--- src/rtl/lsu_mem_arbiter.sv ---
// lsu_mem_arbiter: round-robin sharing of the single-port data RAM between the LSU (m0) and a second master (m1)
module lsu_mem_arbiter #(
    parameter int AXI_DATA_WIDTH  = 32,
    parameter int DATA_ADDR_WIDTH = 16,
    parameter bit M0_HOLD_EN      = 1'b1
) (
    input  logic                          clk,
    input  logic                          rst,
    input  logic                          m0_req_i,
    output logic                          m0_gnt_o,
    output logic                          m0_rvalid_o,
    input  logic [31:0]                   m0_addr_i,
    input  logic                          m0_we_i,
    input  logic [AXI_DATA_WIDTH/8-1:0]   m0_be_i,
    input  logic [AXI_DATA_WIDTH-1:0]     m0_wdata_i,
    output logic [AXI_DATA_WIDTH-1:0]     m0_rdata_o,
    input  logic                          m0_hold_i,
    input  logic                          m1_req_i,
    output logic                          m1_gnt_o,
    output logic                          m1_rvalid_o,
    input  logic [31:0]                   m1_addr_i,
    input  logic                          m1_we_i,
    input  logic [AXI_DATA_WIDTH/8-1:0]   m1_be_i,
    input  logic [AXI_DATA_WIDTH-1:0]     m1_wdata_i,
    output logic [AXI_DATA_WIDTH-1:0]     m1_rdata_o,
    output logic                          mem_en_o,
    output logic [DATA_ADDR_WIDTH-1:0]    mem_addr_o,
    output logic                          mem_we_o,
    output logic [AXI_DATA_WIDTH/8-1:0]   mem_be_o,
    output logic [AXI_DATA_WIDTH-1:0]     mem_wdata_o,
    input  logic [AXI_DATA_WIDTH-1:0]     mem_rdata_i,
    output logic                          busy_o
);
    logic last_q, owner_q, pend_q;
    logic elig0, elig1;

    // last_q/owner_q: 0 = m0, 1 = m1
    always_comb begin
        elig0       = m0_req_i && !(M0_HOLD_EN && m0_hold_i);
        elig1       = m1_req_i;
        m0_gnt_o    = !rst && elig0 && (!elig1 || last_q);
        m1_gnt_o    = !rst && elig1 && (!elig0 || !last_q);
        mem_en_o    = m0_gnt_o || m1_gnt_o;
        mem_addr_o  = m1_gnt_o ? m1_addr_i[DATA_ADDR_WIDTH-1:0] : m0_addr_i[DATA_ADDR_WIDTH-1:0];
        mem_we_o    = mem_en_o && (m1_gnt_o ? m1_we_i : m0_we_i);
        mem_be_o    = m1_gnt_o ? m1_be_i : m0_be_i;
        mem_wdata_o = m1_gnt_o ? m1_wdata_i : m0_wdata_i;
        m0_rdata_o  = mem_rdata_i;
        m1_rdata_o  = mem_rdata_i;
        // a response pending when reset arrives is dropped immediately
        m0_rvalid_o = !rst && pend_q && !owner_q;
        m1_rvalid_o = !rst && pend_q && owner_q;
        busy_o      = !rst && pend_q;
    end

    always_ff @(posedge clk) begin
        if (rst) begin
            last_q  <= 1'b1;
            owner_q <= 1'b0;
            pend_q  <= 1'b0;
        end else if (mem_en_o) begin
            last_q  <= m1_gnt_o;
            owner_q <= m1_gnt_o;
            pend_q  <= 1'b1;
        end else begin
            pend_q  <= 1'b0;
        end
    end
endmodule

--- config.mk ---
export PLATFORM = sky130hd
export DESIGN_NAME = lsu_mem_arbiter
export DESIGN_NICKNAME = d
export VERILOG_FILES = /design/src/rtl/lsu_mem_arbiter.sv
export SDC_FILE = /design/constraint.sdc
export NUM_CORES = 1
export LEC_CHECK = 0
export BUFFER_PORTS_ARGS = -buffer_cell sky130_fd_sc_hd__clkbuf_2
export CORE_AREA = 2 2 115 117
export DETAILED_ROUTE_END_ITERATION = 12
export DIE_AREA = 0 0 117 119
export HOLD_SLACK_MARGIN = 0.1
export PLACE_DENSITY_LB_ADDON = 0.08
export SLEW_MARGIN = 10
export SYNTH_ARGS = -nofsm -noshare
export SYNTH_HDL_FRONTEND = slang
export SYNTH_SLANG_ARGS = --single-unit
--- constraint.sdc ---
create_clock -name clk -period 1.75 [get_ports clk]
set_input_delay 0.35 -clock clk [delete_from_list [all_inputs] [get_ports clk]]
set_output_delay 0.35 -clock clk [all_outputs]
set_load 0.02 [all_outputs]
### Yosys cells after proc, flatten, opt, wreduce, memory -nomap -nowiden

Cells that the tools add are included.

* flip-flop bits (word level): 3
* bits of input ports: 175
* output and inout bits: 123

* multiplexer cells: 5
* reductions and logical operators: 18

Operators by type and width (number)
* two-way mux 32 bit: 1
* two-way mux 16 bit: 1
* logical AND 1 bit: 9
* logical NOT 1 bit: 6
* two-way mux 4 bit: 1
* logical OR 1 bit: 3
* two-way mux 1 bit: 2

### Longest topological paths before layout

* depth in word-level cells: 7
* gate-level depth with buffers: 4
* mapped depth without buffers: 3

### Worst setup path before layout

No wires, ideal clock.

* path kind: input port to output port
* start: input port m0_hold_i
* end: output port mem_we_o
* data arrival time: 1.299 ns
* data required time: 1.400 ns
* setup slack: 0.101 ns
* cell stages on the path: 4
* buffers on the path: 1
* cells stage by stage: nand3b_2 -> nand3_4 -> buf_6 -> o21ai_0

* word-level cells in the longest chain between the ends: 7
* elaborated cells between the ends (all ways): 10
* those cells by class: mux (1); reduce/logical (9)

RTL lines
* start: declaration: RTL line 17 `input logic m0_hold_i,`
* logical NOT 1 bit (*): RTL line 39 `elig0 = m0_req_i && !(M0_HOLD_EN && m0_hold_i);`
* logical AND 1 bit (*): RTL line 39
* logical NOT 1 bit: RTL line 42 `m1_gnt_o = !rst && elig1 && (!elig0 || !last_q);`
* logical OR 1 bit: RTL line 42
* logical AND 1 bit: RTL line 42
* two-way mux 1 bit / logical OR 1 bit (equally long branches): RTL line 45, 43
* logical AND 1 bit (*): RTL line 45 `mem_we_o = mem_en_o && (m1_gnt_o ? m1_we_i : m0_we_i);`
* end: declaration: RTL line 28 `output logic mem_we_o,`

Mark *: on every way between the ends. The rest lies on a longest branch, timed or not.

### Worst setup path in the final report

* start: register last_q
* end: output port mem_be_o[2]

* word-level cells in the longest chain between the ends: 4

RTL lines
* start: declaration: RTL line 34 `logic last_q, owner_q, pend_q;`
* start signal: assignment: RTL line 62 `last_q <= m1_gnt_o;`
* logical NOT 1 bit: RTL line 42
* logical OR 1 bit: RTL line 42
* logical AND 1 bit: RTL line 42
* two-way mux 4 bit: RTL line 46 `mem_be_o = m1_gnt_o ? m1_be_i : m0_be_i;`
* end: declaration: RTL line 29 `output logic [AXI_DATA_WIDTH/8-1:0] mem_be_o,`

Every way passes these cells.

==> out/results.ini <==
[final_layout]
n_fill_cell=1402
multi_input_area_um2=913
num_antenna_cells=0
nets=446
seq_area_um2=61.3
layout-drive-gt1-share_pct=92.2
area_growth_syn_to_layout_pct=89.8

[floorplanning]
io_pins=298
start_util_pct=11.6
core_mm2=0.0129
fp.dieH_um=119
num_rows=42
die_area_mm2=0.0139
fp.dieW_um=117

[sta]
rsz0062_at_grt=yes
skew_ns=0.000121
max_freq_mhz=540
relSlewSlack_pct=81.4
setup_slack_ns=-0.103
min_period_ns=1.85
final_hold_viol_count=0
maxSlewViolCount=0
worstMarginPinSlew_ns=0.279
holdWs_ns=0.438
finalCritPeriodShare_pct=106
setup_viol=53
finalSetupTns_ns=-4.38

[min_path]
hold_class=in2reg

[setup_path]
path_buf_inv=3
crit_required_ns=1.40
path_max_fanout=7
end_kind=output port
crit_type=reg2out
path_cells=nand3b_4 > nand3_4 > buf_8 > buf_8 > mux2_4 > buf_8
critPathMaxStageDelay_ns=0.34
critPathArrivalTime_ns=1.50
cp-start-kind=flop
cp_slowest_cell=dfxtp_2
crit_family=buffers and inverters
cp_common_cell=buf_8

[pwr]
p_per_area_mw_per_mm2=450
ir_drop_mv=0.317
total_leakage_power_nw=1.60

[place]
portBuffers=169
place_hpwl_um=4370
dp_slack_ns=-0.190
place_congestion=0.669

[yosys]
async_reset_ff_share_pct=0
synth_area_mm2=0.00149
yosysMostFrequentCell=buf_4
syn_inst=145
synth_edf_count=0
synth-seq-cells=3
ys_warn_count=0
syn_nets=320
synth_cell_types=17
yosysTopAreaCell=mux2_4
ys_seq_area_share_pct=4.03
syn-mean-instance-area_um2=10.3
synth_area_leaders=mux2_4 (48%), buf_4 (32%), dfxtp_1 (4.0%)
synth_top_area_share_pct=48.4
synthTopCellsByCount=buf_4 (64), mux2_4 (48), buf_6 (5)
ys.flop_type=dfxtp_1

[routing]
postRouteAntennaNets=0
routed-wl-met3_um=591
vias=1447
totalWireLength_um=5240
via_per_inst=3.24
wl_met2_um=2790
dr.first_iter.drc_count=7
wl_met1_um=1730
drc=0
top_layer=met4
wire_per_inst_um=11.8
dr.pass1.iters=4

[global_route]
grt_first_pass_wirelength_um=6930
grt_pass1_vias=1460
grt_antenna_before_repair=0
grt_max_degree=12
gr-total-overflow=0
grt.total_usage_pct=6.29

[clocking]
h-tree-depth=1
cts_tree=yes
cts_buffer_depth=2
clk_latency_ns=0.22
cts_root_buffer=clkbuf_16
cts_made_buffers=3
clk_pin_slew_ns=0.03
cts.hold.buffers_added=0
clock-sinks=3

[outcome]
violations=setup timing
outcome=finished, violations left

[flow_run]
maxCapViolCount=0

power breakdown:
group	leakage [nW]	switching (mW)	total, mW	internal [mW]
clock network	0.0382	0.0572	0.357	0.300
registers	0.0246	0.00307	0.0770	0.0739
logic	1.53	0.329	0.837	0.509
total	1.60	0.389	1.27	0.883
repair_timing:
action	CTS	global route
gates cloned	2	2
pin swaps	1	1
endpoints found under the setup margin	52	53
gates resized for setup	35	146
setup buffers	4	2
endpoints found under the hold margin	0	0
worst paths after layout:
path / startpoint / end / slack [ns] / cells past startpoint
max reg2reg: last_q / owner_q / 0.88 / 4
min: rst / owner_q / 0.44 / 3
max: last_q / mem_be_o[2] / -0.10 / 6
min reg2reg: owner_q / owner_q / 0.55 / 2
cell usage in the layout, fill, tap and decap left out, types with 2 or more instances in the layout:
master     count
buf_6         45
clkbuf_16      5
a21oi_1        2
buf_16         2
buf_12         5
nor2_1         2
clkbuf_2     116
inv_1          4
mux2_4        52
nor2b_1        3
buf_4          7
dfxtp_1        2
o21ai_0        2
buf_8         13
area by class of cell:
cell class / count / share of cell area, %
clock buffer: 4 / 2.79
sequential: 3 / 2.17
multi-input combinational: 69 / 32.3
timing repair buffer: 190 / 54.4
inverter: 4 / 0.531
tap: 176 / 7.78
logic make-up (layout without fill, tap and decap cells):
family / Yosys count / after routing / share of synthesized area [%]
multiplexers: 52 / 52 / 51.4
AND/OR/NAND/NOR: 10 / 10 / 4.79
flip-flops: 3 / 3 / 4.03
AO/OA/AOI/OAI: 7 / 7 / 2.77
buffers and inverters: 73 / 198 / 37.0
per-stage QoR:
step / cell area (µm²) / cells / util [%] / power, mW
3_5_place_dp: 2140 / 432 / 16.6 / 0.701
2_1_floorplan: 1490 / 145 / - / 0.656
4_1_cts: 2450 / 442 / 19.0 / 1.14
5_1_grt: 2830 / 446 / 22.0 / 1.34
3_3_place_gp: 2140 / 432 / 16.6 / 0.709
6_report: 2830 / 446 / 22.0 / 1.27
tightest hold or removal path, cell delays in order:
cell and delay, ns:
clkbuf_2 0.09, buf_4 0.12, nor2_1 0.04
registers in the layout, indices dropped and copies added (netlist names):
signal and flops:
owner_q 1, pend_q 1, last_q 1
metal layers:
layer  GRT usage [%]  up-vias
li1                -      678
met4            2.72        0
met1            6.02      645
met5               0        -
met2            12.4      104
met3            1.42       20
Note: power is estimated with default switching activity, not from simulation.
